==> config.mk <==
export PLATFORM = sky130hd
export DESIGN_NAME = multicycle_control
export DESIGN_NICKNAME = d
export VERILOG_FILES = /design/src/rtl/multicycle_control_pkg.sv /design/src/rtl/rv32i_decoder.sv /design/src/rtl/multicycle_control.sv
export SDC_FILE = /design/constraint.sdc
export NUM_CORES = 1
export LEC_CHECK = 0
export BUFFER_PORTS_ARGS = -buffer_cell sky130_fd_sc_hd__buf_2
export CORE_MARGIN = 4
export CORE_UTILIZATION = 32
export CTS_CLUSTER_DIAMETER = 40
export DETAILED_ROUTE_END_ITERATION = 16
export PLACE_DENSITY = 0.56
export SYNTH_ARGS = -nofsm -noshare
export SYNTH_HDL_FRONTEND = slang
export SYNTH_SLANG_ARGS = --single-unit
==> constraint.sdc <==
create_clock -name clk -period 2.15 [get_ports clk]
set_clock_uncertainty 0.15 [all_clocks]
set_input_delay 0.1075 -clock clk [delete_from_list [all_inputs] [get_ports clk]]
set_output_delay 0.1075 -clock clk [all_outputs]
set_load 0.1 [all_outputs]
==> src/rtl/multicycle_control_pkg.sv <==
// Shared types and encodings for the multicycle RV32I control unit and its decoder.
// Holds the FSM states, instruction classes, control-field codes and opcode constants.
package multicycle_control_pkg;

    typedef enum logic [2:0] {
        ST_FETCH,
        ST_DECODE,
        ST_EXEC,
        ST_MEM,
        ST_WB,
        ST_TRAP
    } state_t;

    typedef enum logic [3:0] {
        CL_OP,
        CL_OPIMM,
        CL_LUI,
        CL_AUIPC,
        CL_JAL,
        CL_JALR,
        CL_LOAD,
        CL_STORE,
        CL_BRANCH
    } inst_class_t;

    localparam logic [2:0] IMM_R = 3'd0;
    localparam logic [2:0] IMM_I = 3'd1;
    localparam logic [2:0] IMM_S = 3'd2;
    localparam logic [2:0] IMM_B = 3'd3;
    localparam logic [2:0] IMM_U = 3'd4;
    localparam logic [2:0] IMM_J = 3'd5;

    localparam logic [3:0] ALU_DF    = 4'd0;
    localparam logic [3:0] ALU_ADD   = 4'd1;
    localparam logic [3:0] ALU_SUB   = 4'd2;
    localparam logic [3:0] ALU_SLL   = 4'd3;
    localparam logic [3:0] ALU_SLT   = 4'd4;
    localparam logic [3:0] ALU_SLTU  = 4'd5;
    localparam logic [3:0] ALU_XOR   = 4'd6;
    localparam logic [3:0] ALU_SRL   = 4'd7;
    localparam logic [3:0] ALU_SRA   = 4'd8;
    localparam logic [3:0] ALU_OR    = 4'd9;
    localparam logic [3:0] ALU_AND   = 4'd10;
    localparam logic [3:0] ALU_PASSB = 4'd11;

    localparam logic [1:0] WB_MEM = 2'd0;
    localparam logic [1:0] WB_ALU = 2'd1;
    localparam logic [1:0] WB_PC4 = 2'd2;

    localparam logic [1:0] CAUSE_NONE      = 2'd0;
    localparam logic [1:0] CAUSE_ILLEGAL   = 2'd1;
    localparam logic [1:0] CAUSE_FETCH_TO  = 2'd2;
    localparam logic [1:0] CAUSE_MEM_TO    = 2'd3;

    localparam logic [6:0] OPC_OP     = 7'b0110011;
    localparam logic [6:0] OPC_OPIMM  = 7'b0010011;
    localparam logic [6:0] OPC_LUI    = 7'b0110111;
    localparam logic [6:0] OPC_AUIPC  = 7'b0010111;
    localparam logic [6:0] OPC_JAL    = 7'b1101111;
    localparam logic [6:0] OPC_JALR   = 7'b1100111;
    localparam logic [6:0] OPC_LOAD   = 7'b0000011;
    localparam logic [6:0] OPC_STORE  = 7'b0100011;
    localparam logic [6:0] OPC_BRANCH = 7'b1100011;

    localparam logic [6:0] F7_BASE = 7'b0000000;
    localparam logic [6:0] F7_ALT  = 7'b0100000;

    // ALU op for the funct3 field of OP/OP-IMM with the base funct7.
    function automatic logic [3:0] alu_of_funct3(input logic [2:0] funct3);
        case (funct3)
            3'b000:  return ALU_ADD;
            3'b001:  return ALU_SLL;
            3'b010:  return ALU_SLT;
            3'b011:  return ALU_SLTU;
            3'b100:  return ALU_XOR;
            3'b101:  return ALU_SRL;
            3'b110:  return ALU_OR;
            default: return ALU_AND;
        endcase
    endfunction

endpackage

==> src/rtl/rv32i_decoder.sv <==
// Combinational RV32I decoder: instruction register to class, datapath controls and
// an illegal flag for any opcode/funct3/funct7 combination outside the base integer set.
module rv32i_decoder
    import multicycle_control_pkg::*;
(
    input  logic [31:0]  i_ir,
    output inst_class_t  o_class,
    output logic [2:0]   o_imm_sel,
    output logic [3:0]   o_alu_sel,
    output logic [1:0]   o_wb_sel,
    output logic         o_asel,
    output logic         o_bsel,
    output logic         o_illegal
);

    logic [6:0] w_opcode;
    logic [2:0] w_funct3;
    logic [6:0] w_funct7;
    logic       w_unused_fields;

    assign w_opcode        = i_ir[6:0];
    assign w_funct3        = i_ir[14:12];
    assign w_funct7        = i_ir[31:25];
    assign w_unused_fields = ^{i_ir[24:15], i_ir[11:7]};

    always_comb begin
        // NOTE: every output gets a default before the case so no path leaves one unassigned (no latch).
        o_class   = CL_OP;
        o_imm_sel = IMM_R;
        o_alu_sel = ALU_DF;
        o_wb_sel  = WB_MEM;
        o_asel    = 1'b0;
        o_bsel    = 1'b0;
        o_illegal = 1'b0;
        case (w_opcode)
            OPC_OP: begin
                o_class  = CL_OP;
                o_wb_sel = WB_ALU;
                if (w_funct7 == F7_BASE) begin
                    o_alu_sel = alu_of_funct3(w_funct3);
                end else if (w_funct7 == F7_ALT && w_funct3 == 3'b000) begin
                    o_alu_sel = ALU_SUB;
                end else if (w_funct7 == F7_ALT && w_funct3 == 3'b101) begin
                    o_alu_sel = ALU_SRA;
                end else begin
                    o_illegal = 1'b1;
                end
            end
            OPC_OPIMM: begin
                o_class   = CL_OPIMM;
                o_imm_sel = IMM_I;
                o_bsel    = 1'b1;
                o_wb_sel  = WB_ALU;
                o_alu_sel = alu_of_funct3(w_funct3);
                // Shift-immediates carry funct7 in the upper immediate bits.
                if (w_funct3 == 3'b001 && w_funct7 != F7_BASE) begin
                    o_illegal = 1'b1;
                end else if (w_funct3 == 3'b101) begin
                    if (w_funct7 == F7_ALT) begin
                        o_alu_sel = ALU_SRA;
                    end else if (w_funct7 != F7_BASE) begin
                        o_illegal = 1'b1;
                    end
                end
            end
            OPC_LUI: begin
                o_class   = CL_LUI;
                o_imm_sel = IMM_U;
                o_bsel    = 1'b1;
                o_alu_sel = ALU_PASSB;
                o_wb_sel  = WB_ALU;
            end
            OPC_AUIPC: begin
                o_class   = CL_AUIPC;
                o_imm_sel = IMM_U;
                o_asel    = 1'b1;
                o_bsel    = 1'b1;
                o_alu_sel = ALU_ADD;
                o_wb_sel  = WB_ALU;
            end
            OPC_JAL: begin
                o_class   = CL_JAL;
                o_imm_sel = IMM_J;
                o_asel    = 1'b1;
                o_bsel    = 1'b1;
                o_alu_sel = ALU_ADD;
                o_wb_sel  = WB_PC4;
            end
            OPC_JALR: begin
                o_class   = CL_JALR;
                o_imm_sel = IMM_I;
                o_bsel    = 1'b1;
                o_alu_sel = ALU_ADD;
                o_wb_sel  = WB_PC4;
                o_illegal = (w_funct3 != 3'b000);
            end
            OPC_LOAD: begin
                o_class   = CL_LOAD;
                o_imm_sel = IMM_I;
                o_bsel    = 1'b1;
                o_alu_sel = ALU_ADD;
                o_wb_sel  = WB_MEM;
                o_illegal = (w_funct3 == 3'b011) || (w_funct3 == 3'b110) || (w_funct3 == 3'b111);
            end
            OPC_STORE: begin
                o_class   = CL_STORE;
                o_imm_sel = IMM_S;
                o_bsel    = 1'b1;
                o_alu_sel = ALU_ADD;
                o_illegal = (w_funct3 > 3'b010);
            end
            OPC_BRANCH: begin
                o_class   = CL_BRANCH;
                o_imm_sel = IMM_B;
                o_asel    = 1'b1;
                o_bsel    = 1'b1;
                o_alu_sel = ALU_ADD;
                o_illegal = (w_funct3 == 3'b010) || (w_funct3 == 3'b011);
            end
            default: begin
                o_illegal = 1'b1;
            end
        endcase
    end

endmodule

==> src/rtl/multicycle_control.sv <==
// Multicycle RV32I control FSM: FETCH/DECODE/EXEC/MEM/WB with sticky TRAP, memory wait
// timeout and a retired-instruction counter. All outputs are forced low while rst is high.
module multicycle_control
    import multicycle_control_pkg::*;
#(
    parameter int MEM_TIMEOUT = 16,
    parameter int CNT_W       = 32,
    parameter int ALU_W       = 4
)
(
    input  logic              clk,
    input  logic              rst,
    input  logic [31:0]       i_inst,
    input  logic              i_mem_ready,
    input  logic              i_BrEq,
    input  logic              i_BrLt,
    output logic              o_mem_req,
    output logic              o_MemRW,
    output logic              o_PCSel,
    output logic              o_PCWEn,
    output logic              o_IRWEn,
    output logic [2:0]        o_immSel,
    output logic              o_RegWEn,
    output logic              o_BrUn,
    output logic              o_Asel,
    output logic              o_Bsel,
    output logic [ALU_W-1:0]  o_ALUSel,
    output logic [1:0]        o_WBSel,
    output logic [CNT_W-1:0]  o_instret,
    output logic              o_trap,
    output logic [1:0]        o_cause
);

    localparam int WAIT_W = $clog2(MEM_TIMEOUT + 1);

    state_t            r_state;
    state_t            w_next;
    logic [31:0]       r_ir;
    logic [WAIT_W-1:0] r_wait;
    logic [CNT_W-1:0]  r_instret;
    logic [1:0]        r_cause;
    logic [1:0]        w_next_cause;
    logic              w_retire;
    logic              w_wait_expired;
    logic              w_branch_taken;

    inst_class_t       w_class;
    logic [2:0]        w_imm_sel;
    logic [3:0]        w_alu_sel;
    logic [1:0]        w_wb_sel;
    logic              w_asel;
    logic              w_bsel;
    logic              w_illegal;

    rv32i_decoder u_decoder (
        .i_ir      (r_ir),
        .o_class   (w_class),
        .o_imm_sel (w_imm_sel),
        .o_alu_sel (w_alu_sel),
        .o_wb_sel  (w_wb_sel),
        .o_asel    (w_asel),
        .o_bsel    (w_bsel),
        .o_illegal (w_illegal)
    );

    assign w_wait_expired = (r_wait == WAIT_W'(MEM_TIMEOUT - 1)) && !i_mem_ready;
    assign w_branch_taken = (r_ir[14] ? i_BrLt : i_BrEq) ^ r_ir[12];

    always_comb begin
        w_next       = r_state;
        w_next_cause = r_cause;
        w_retire     = 1'b0;
        o_mem_req    = 1'b0;
        o_MemRW      = 1'b0;
        o_PCSel      = 1'b0;
        o_PCWEn      = 1'b0;
        o_IRWEn      = 1'b0;
        o_immSel     = IMM_R;
        o_RegWEn     = 1'b0;
        o_BrUn       = 1'b0;
        o_Asel       = 1'b0;
        o_Bsel       = 1'b0;
        o_ALUSel     = '0;
        o_WBSel      = WB_MEM;
        o_instret    = '0;
        o_trap       = 1'b0;
        o_cause      = CAUSE_NONE;
        if (!rst) begin
            o_instret = r_instret;
            o_cause   = r_cause;
            if (r_state inside {ST_EXEC, ST_MEM, ST_WB}) begin
                o_immSel = w_imm_sel;
                o_ALUSel = ALU_W'(w_alu_sel);
                o_WBSel  = w_wb_sel;
                o_Asel   = w_asel;
                o_Bsel   = w_bsel;
            end
            case (r_state)
                ST_FETCH: begin
                    o_mem_req = 1'b1;
                    if (i_mem_ready) begin
                        o_IRWEn = 1'b1;
                        w_next  = ST_DECODE;
                    end else if (w_wait_expired) begin
                        w_next       = ST_TRAP;
                        w_next_cause = CAUSE_FETCH_TO;
                    end
                end
                ST_DECODE: begin
                    if (w_illegal) begin
                        w_next       = ST_TRAP;
                        w_next_cause = CAUSE_ILLEGAL;
                    end else begin
                        w_next = ST_EXEC;
                    end
                end
                ST_EXEC: begin
                    if (w_class == CL_BRANCH) begin
                        o_BrUn   = r_ir[13];
                        o_PCSel  = w_branch_taken;
                        o_PCWEn  = 1'b1;
                        w_retire = 1'b1;
                        w_next   = ST_FETCH;
                    end else if (w_class == CL_LOAD || w_class == CL_STORE) begin
                        w_next = ST_MEM;
                    end else begin
                        w_next = ST_WB;
                    end
                end
                ST_MEM: begin
                    o_mem_req = 1'b1;
                    o_MemRW   = (w_class == CL_STORE);
                    if (i_mem_ready) begin
                        if (w_class == CL_STORE) begin
                            o_PCWEn  = 1'b1;
                            w_retire = 1'b1;
                            w_next   = ST_FETCH;
                        end else begin
                            w_next = ST_WB;
                        end
                    end else if (w_wait_expired) begin
                        w_next       = ST_TRAP;
                        w_next_cause = CAUSE_MEM_TO;
                    end
                end
                ST_WB: begin
                    o_RegWEn = 1'b1;
                    o_PCWEn  = 1'b1;
                    o_PCSel  = (w_class == CL_JAL) || (w_class == CL_JALR);
                    w_retire = 1'b1;
                    w_next   = ST_FETCH;
                end
                ST_TRAP: begin
                    o_trap = 1'b1;
                end
                default: begin
                    w_next = ST_FETCH;
                end
            endcase
        end
    end

    // NOTE: sequential state uses non-blocking assignments so every register samples pre-edge values.
    always_ff @(posedge clk) begin
        if (rst) begin
            r_state   <= ST_FETCH;
            r_ir      <= '0;
            r_wait    <= '0;
            r_instret <= '0;
            r_cause   <= CAUSE_NONE;
        end else begin
            r_state <= w_next;
            r_cause <= w_next_cause;
            if (o_IRWEn) begin
                r_ir <= i_inst;
            end
            if (w_retire) begin
                r_instret <= r_instret + CNT_W'(1);
            end
            // Only consecutive unanswered requests within one state count toward the timeout.
            if (w_next != r_state || i_mem_ready || !o_mem_req) begin
                r_wait <= '0;
            end else begin
                r_wait <= r_wait + WAIT_W'(1);
            end
        end
    end

endmodule

-- Word-level counts from Yosys, hierarchy flattened
Cells that the tools add are included.
- flip-flop bits (word level): 74
- bits of input ports: 37
- output and inout bits: 53
- add/sub/neg operators: 2
- $lt $le $gt $ge: 1
- equality and inequality tests: 34
- mux-type cells: 71
- bitwise gates (word level): 1
- reductions and logical operators: 31
- operator list (operator ; count):
    two-way mux 1 bit ; 34
    adder 32 x 1 -> 32 bit (second input constant) ; 1
    two-way mux 32 bit ; 1
    two-way mux 4 bit ; 8
    one-hot mux 4 bit (8 select lines) ; 1
    two-way mux 3 bit ; 10
    one-hot mux 3 bit (5 select lines) ; 2
    == test 7 x 6 -> 1 bit (second input constant) ; 4
    one-hot mux 4 bit (7 select lines) ; 1
    == test 7 bit (second input constant) ; 3
    == test 3 bit (second input constant) ; 6
    == test 4 x 3 -> 1 bit (second input constant) ; 4
    two-way mux 2 bit ; 8
    one-hot mux 4 bit (4 select lines) ; 1
    == test 7 x 5 -> 1 bit (second input constant) ; 2
    == test 3 x 2 -> 1 bit (second input constant) ; 4
    nonzero test 3 bit ; 3
    OR reduction 3 bit ; 3
    != test 2 bit (second input constant) ; 4
    OR reduction 2 bit ; 4
    OR reduction 8 bit ; 1
    == test 7 x 2 -> 1 bit (second input constant) ; 1
    zero test 7 bit ; 1
    logical OR 1 bit ; 7
    other kinds (20) ; 26

-- Longest topological paths before layout
- depth in word-level cells: 13
- mapped depth: 8
- depth with buffers taken out: 8

-- By module
A second synthesis with hierarchy kept.
- cells, all modules: 533
- area, all modules: 4070.2 um^2
- modules (own cells, without submodules) (module ; times used ; cells an instance ; area each (um^2) ; sequential area each (um^2)):
    multicycle_control ; 1 ; 450 ; 3557.2 ; 1481.4
    rv32i_decoder ; 1 ; 83 ; 513.0 ; 0.0

-- Least setup slack after synthesis
Ideal clock, no wire load.
- path type: flip-flop to output port
- start point: register r_state[2]
- end point: output port o_ALUSel[2]
- data arrival time: 3733 ps
- slack: -1841 ps
- cell stages (with the launch flop): 8
- buffers on the path: 1
- path through: dfxtp_1 buf_2 inv_1 or3_1 nand2_1 nand2_1 or2_2 a211oi_1
- longest elaborated chain between the ends: 4
- elaborated cells on any way between the ends: 6
- ends and longest elaborated chain (item ; RTL line ; text):
    start: declaration ; multicycle_control.sv:36 ; state_t r_state;
    start signal: assignment ; multicycle_control.sv:172 ; r_state <= w_next;
    == test 3 x 2 -> 1 bit / == test 3 bit (equally long branches) ; multicycle_control.sv:91 ; if (r_state inside {ST_EXEC, ST_MEM, ST_WB}) begin
    nonzero test 3 bit * ; multicycle_control.sv:91 ;
    two-way mux 4 bit * ; multicycle_control.sv:91 ;
    two-way mux 4 bit * ; multicycle_control.sv:88 ; if (!rst) begin
    end: declaration ; multicycle_control.sv:27 ; output logic [ALU_W-1:0] o_ALUSel,
Every way passes the cells marked *; elsewhere a longest branch is shown, timed or not.

-- Worst setup path in the final report
- start point: register r_ir[2]
- end point: output port o_ALUSel[3]
- longest elaborated chain between the ends: 5
- elaborated cells on any way between the ends: 13
- ends and longest elaborated chain (item ; RTL line ; text):
    start: declaration ; multicycle_control.sv:38 ; logic [31:0] r_ir;
    start signal: assignment ; multicycle_control.sv:175 ; r_ir <= i_inst;
    == test 7 x 5 -> 1 bit (tied with other cells) ; rv32i_decoder.sv:35 ; case (w_opcode)
    OR reduction 6 bit (no source line) ; n/a ;
    one-hot mux 4 bit (4 select lines) * ; rv32i_decoder.sv:35 ;
    two-way mux 4 bit * ; multicycle_control.sv:91 ;
    two-way mux 4 bit * ; multicycle_control.sv:88 ;
Marks and branches as above.

==> out/qor.csv <==
metric,value,unit
drt-total-wl,10700,um
rows,37,
n_antenna_cell,0,
whs_path_depth,4,
syn_nets,507,
critPathMaxStageDelay,0.35,ns
grt_pass1_vias,3720,
cp_num_cells,7,
gr-usage-met1,20.4,%
finalWorstSetupSlack,-0.322,ns
cts_tree,yes,
intPower,2.02,mW
cts_buffer_depth,2,
synth-simple-area-share,35.6,%
hold_viol_final,0,
rr_worst_depth,9,
yosys_warnings,0,
cp.required,1.89,ns
drc,0,
drv_slew,0,
crit_slowest_cell,o31a_1,
initial_core_util,33.4,%
end_kind,primary output,
antenna_found_initial,0,
ys_ff_latch,59,
regArea,1190,um^2
synth-compound-area-share,16.4,%
cts_root_buf,clkbuf_8,
pwr-share-comb,19.3,%
synth_top_family_by_area,simple AND/OR/NAND/NOR gates,
syn_area,3490,um^2
multi_input_area,2710,um^2
power.leakage,2.33,nW
vias_per_cell,4.98,
postPlaceCellArea,4760,um^2
dp_hpwl,7440,um
clockPowerShare,39.4,%
rsz0062_at_grt,yes,
period_needed,2.47,ns
worstSetupStartpointType,register,
syn_avg_cell_area,7.48,um^2
postSynthCellCount,467,
die_h,112,um
ios,90,
cp_cell_sequence,and4bb_2 > nand4b_1 > o31a_1 > o22ai_1 > nand2_1 > a21oi_4 > buf_12,
clock_sinks,59,
nets,652,
violations,setup timing,
synth_edf_count,0,
synthTopCellsByArea,"dfxtp_1, nand2_1, nor2_1, xnor2_1, nor2b_1",
synth-async-reset-ratio,0,%
ant_nets,0,
crit_family,compound AO/OA/AOI/OAI gates,
hp-class,in -> reg,
setup_viol,39,
numPortBuffers,74,
cts_max_level,3,
grt_remaining_overflow,0,
powerDensity,488,nW/um^2
die_area,12600,um^2
worstSkewPairLatency,0.33,ns
worst_pin_slew,0.538,ns
finalSetupTns,-4.14,ns
numCtsBuffers,9,
use_met2,27.7,%
grt_pass1_wl,17300,um
wire_per_inst,14.2,um
initialDrtViolationCount,119,
seqPwrFrac,41.4,%
fin_area,5770,um^2
period_share,115,%
maxCapViolCount,0,
critical_path_class,reg -> out,
grt_max_degree,53,
yosysTopAreaCell,dfxtp_1,
place_congestion,0.874,
layout-drive-gt1-share,43.2,%
critPathMaxFanout,4,
seq_area_frac_synth,33.8,%
synth_top_cell_area_share,33.8,%
peakVddDrop,0.000288,V
track_usage,16.2,%
use_met3,3.23,%
core_region_area,10500,um^2
vias,3742,
grt-busiest-layer,met2,
max_freq,0.405,GHz
fp.dieW,112,um
p_switching,0.791,mW
path_buf_inv,1,
clk_pin_slew_worst_paths,0.07,ns
nFillCells,983,
p_sw_share,28.1,%
yosysUniqueCellTypes,58,
outcome,"finished, violations left",
maxSlewHeadroom,63.9,%
first_pass_iters,4,
arrival,2.21,ns
synth_fa_ha_area_share,1.36,%
yosys_most_used_dff,dfxtp_1,
syn_to_final_growth,65.2,%
muxShareOfSynthArea,1.22,%
synth_xor_area_share,6.02,%
[final timing paths]
| kind | from | endpoint | slack (ns) |
|---|---|---|---|
| worst max register to register | r_ir[2] | r_instret[6] | -0.16 |
| worst min-delay path | rst | r_state[0] | 0.06 |
| worst max-delay path | r_ir[2] | o_ALUSel[3] | -0.32 |
| worst min register to register | r_wait[0] | r_wait[0] | 0.30 |
[synthesized netlist by cell type, types with 4 or more instances]
| library cell | n |
|---|---|
| nand2_1 | 68 |
| nor2_1 | 64 |
| dfxtp_1 | 59 |
| a21oi_1 | 32 |
| nor2b_1 | 26 |
| xnor2_1 | 22 |
| inv_1 | 21 |
| o21ai_0 | 19 |
| clkbuf_1 | 18 |
| nor3_1 | 15 |
| nand3_1 | 13 |
| nand4_1 | 9 |
| nor3_2 | 8 |
| nand2b_1 | 7 |
| nor4_1 | 7 |
| or3_1 | 7 |
| and3_1 | 4 |
[kinds of logic after synthesis]
kind of cell / after synthesis
and+or+nand+nor: 244
xor gates and xnor gates: 24
adders and majority gates: 4
DFF: 59
muxes: 4
buffers and inverters: 47
AOI/OAI and AO/OA: 85
[worst min-delay path, cell delays in order]
cell      delay, ns
buf_4          0.19
nor2_2         0.08
o211ai_1       0.07
nand2_1        0.05
[layout by cell type, fill, tap and decap left out, drive strengths merged, types with 3 or more instances in the layout]
master / n
nand2b: 7
nor2: 64
ha: 3
inv: 21
nand2: 68
nand4: 9
nand3: 13
a211oi: 3
nor4: 7
nor2b: 26
nor3: 23
buf: 142
a21oi: 32
dfxtp: 59
or2: 3
and2: 3
dlygate4sd3: 18
or3: 7
a31oi: 3
a2111oi: 3
o31ai: 3
o22ai: 3
clkbuf: 10
and3: 4
o21ai: 19
xnor2: 22
[timing repair]
item / 4_1_cts / 5_1_grt
buffers inserted: 11 / 10
hold buffers: 18 / 0
resized for setup: 37 / 69
hold endpoints to repair: 19 / 0
endpoints found under the setup margin: 24 / 47
pin swaps: 23 / 44
[layout make-up]
type | count | area share, %
repair buffers | 160 | 24.2
multi-input cells | 361 | 46.9
inverters | 21 | 1.50
flip-flops and latches | 59 | 20.7
well taps | 136 | 2.95
clock inverters | 5 | 1.35
clock buffers | 10 | 2.39
[power by group through the flow]
stage	logic (mW)	clock network (mW)	registers (mW)
2_1_floorplan	0.326	0	1.18
3_3_place_gp	0.452	0	1.18
3_5_place_dp	0.458	0	1.18
4_1_cts	0.508	1.14	1.16
5_1_grt	0.585	1.20	1.17
6_report	0.542	1.11	1.16
[sequential cells by signal (all words and copies together) (netlist names)]
| name | cells |
|---|---|
| r_cause | 2 |
| r_instret | 32 |
| r_ir | 17 |
| r_wait | 5 |
| r_state | 3 |
[metrics by stage]
stage	utilization [%]	hold WS, ns	total power [mW]	instances	setup slack (ns)
after floorplan	-	0.0935	1.50	467	-0.509
after global placement	45.5	0.200	1.63	700	-0.0113
after detailed placement	45.5	0.206	1.64	700	-0.0379
after CTS	51.4	0.0560	2.81	743	-0.264
after global routing	55.1	0.108	2.95	752	-0.419
final	55.1	0.0568	2.81	752	-0.322
[layer usage]
metal	vias to the layer above	share of wire (%)
met4	0	1.7
met2	105	50
met1	1736	44
met3	12	4.8
li1	1889	-
met5	-	0
Power figures use the tool's default switching activity.
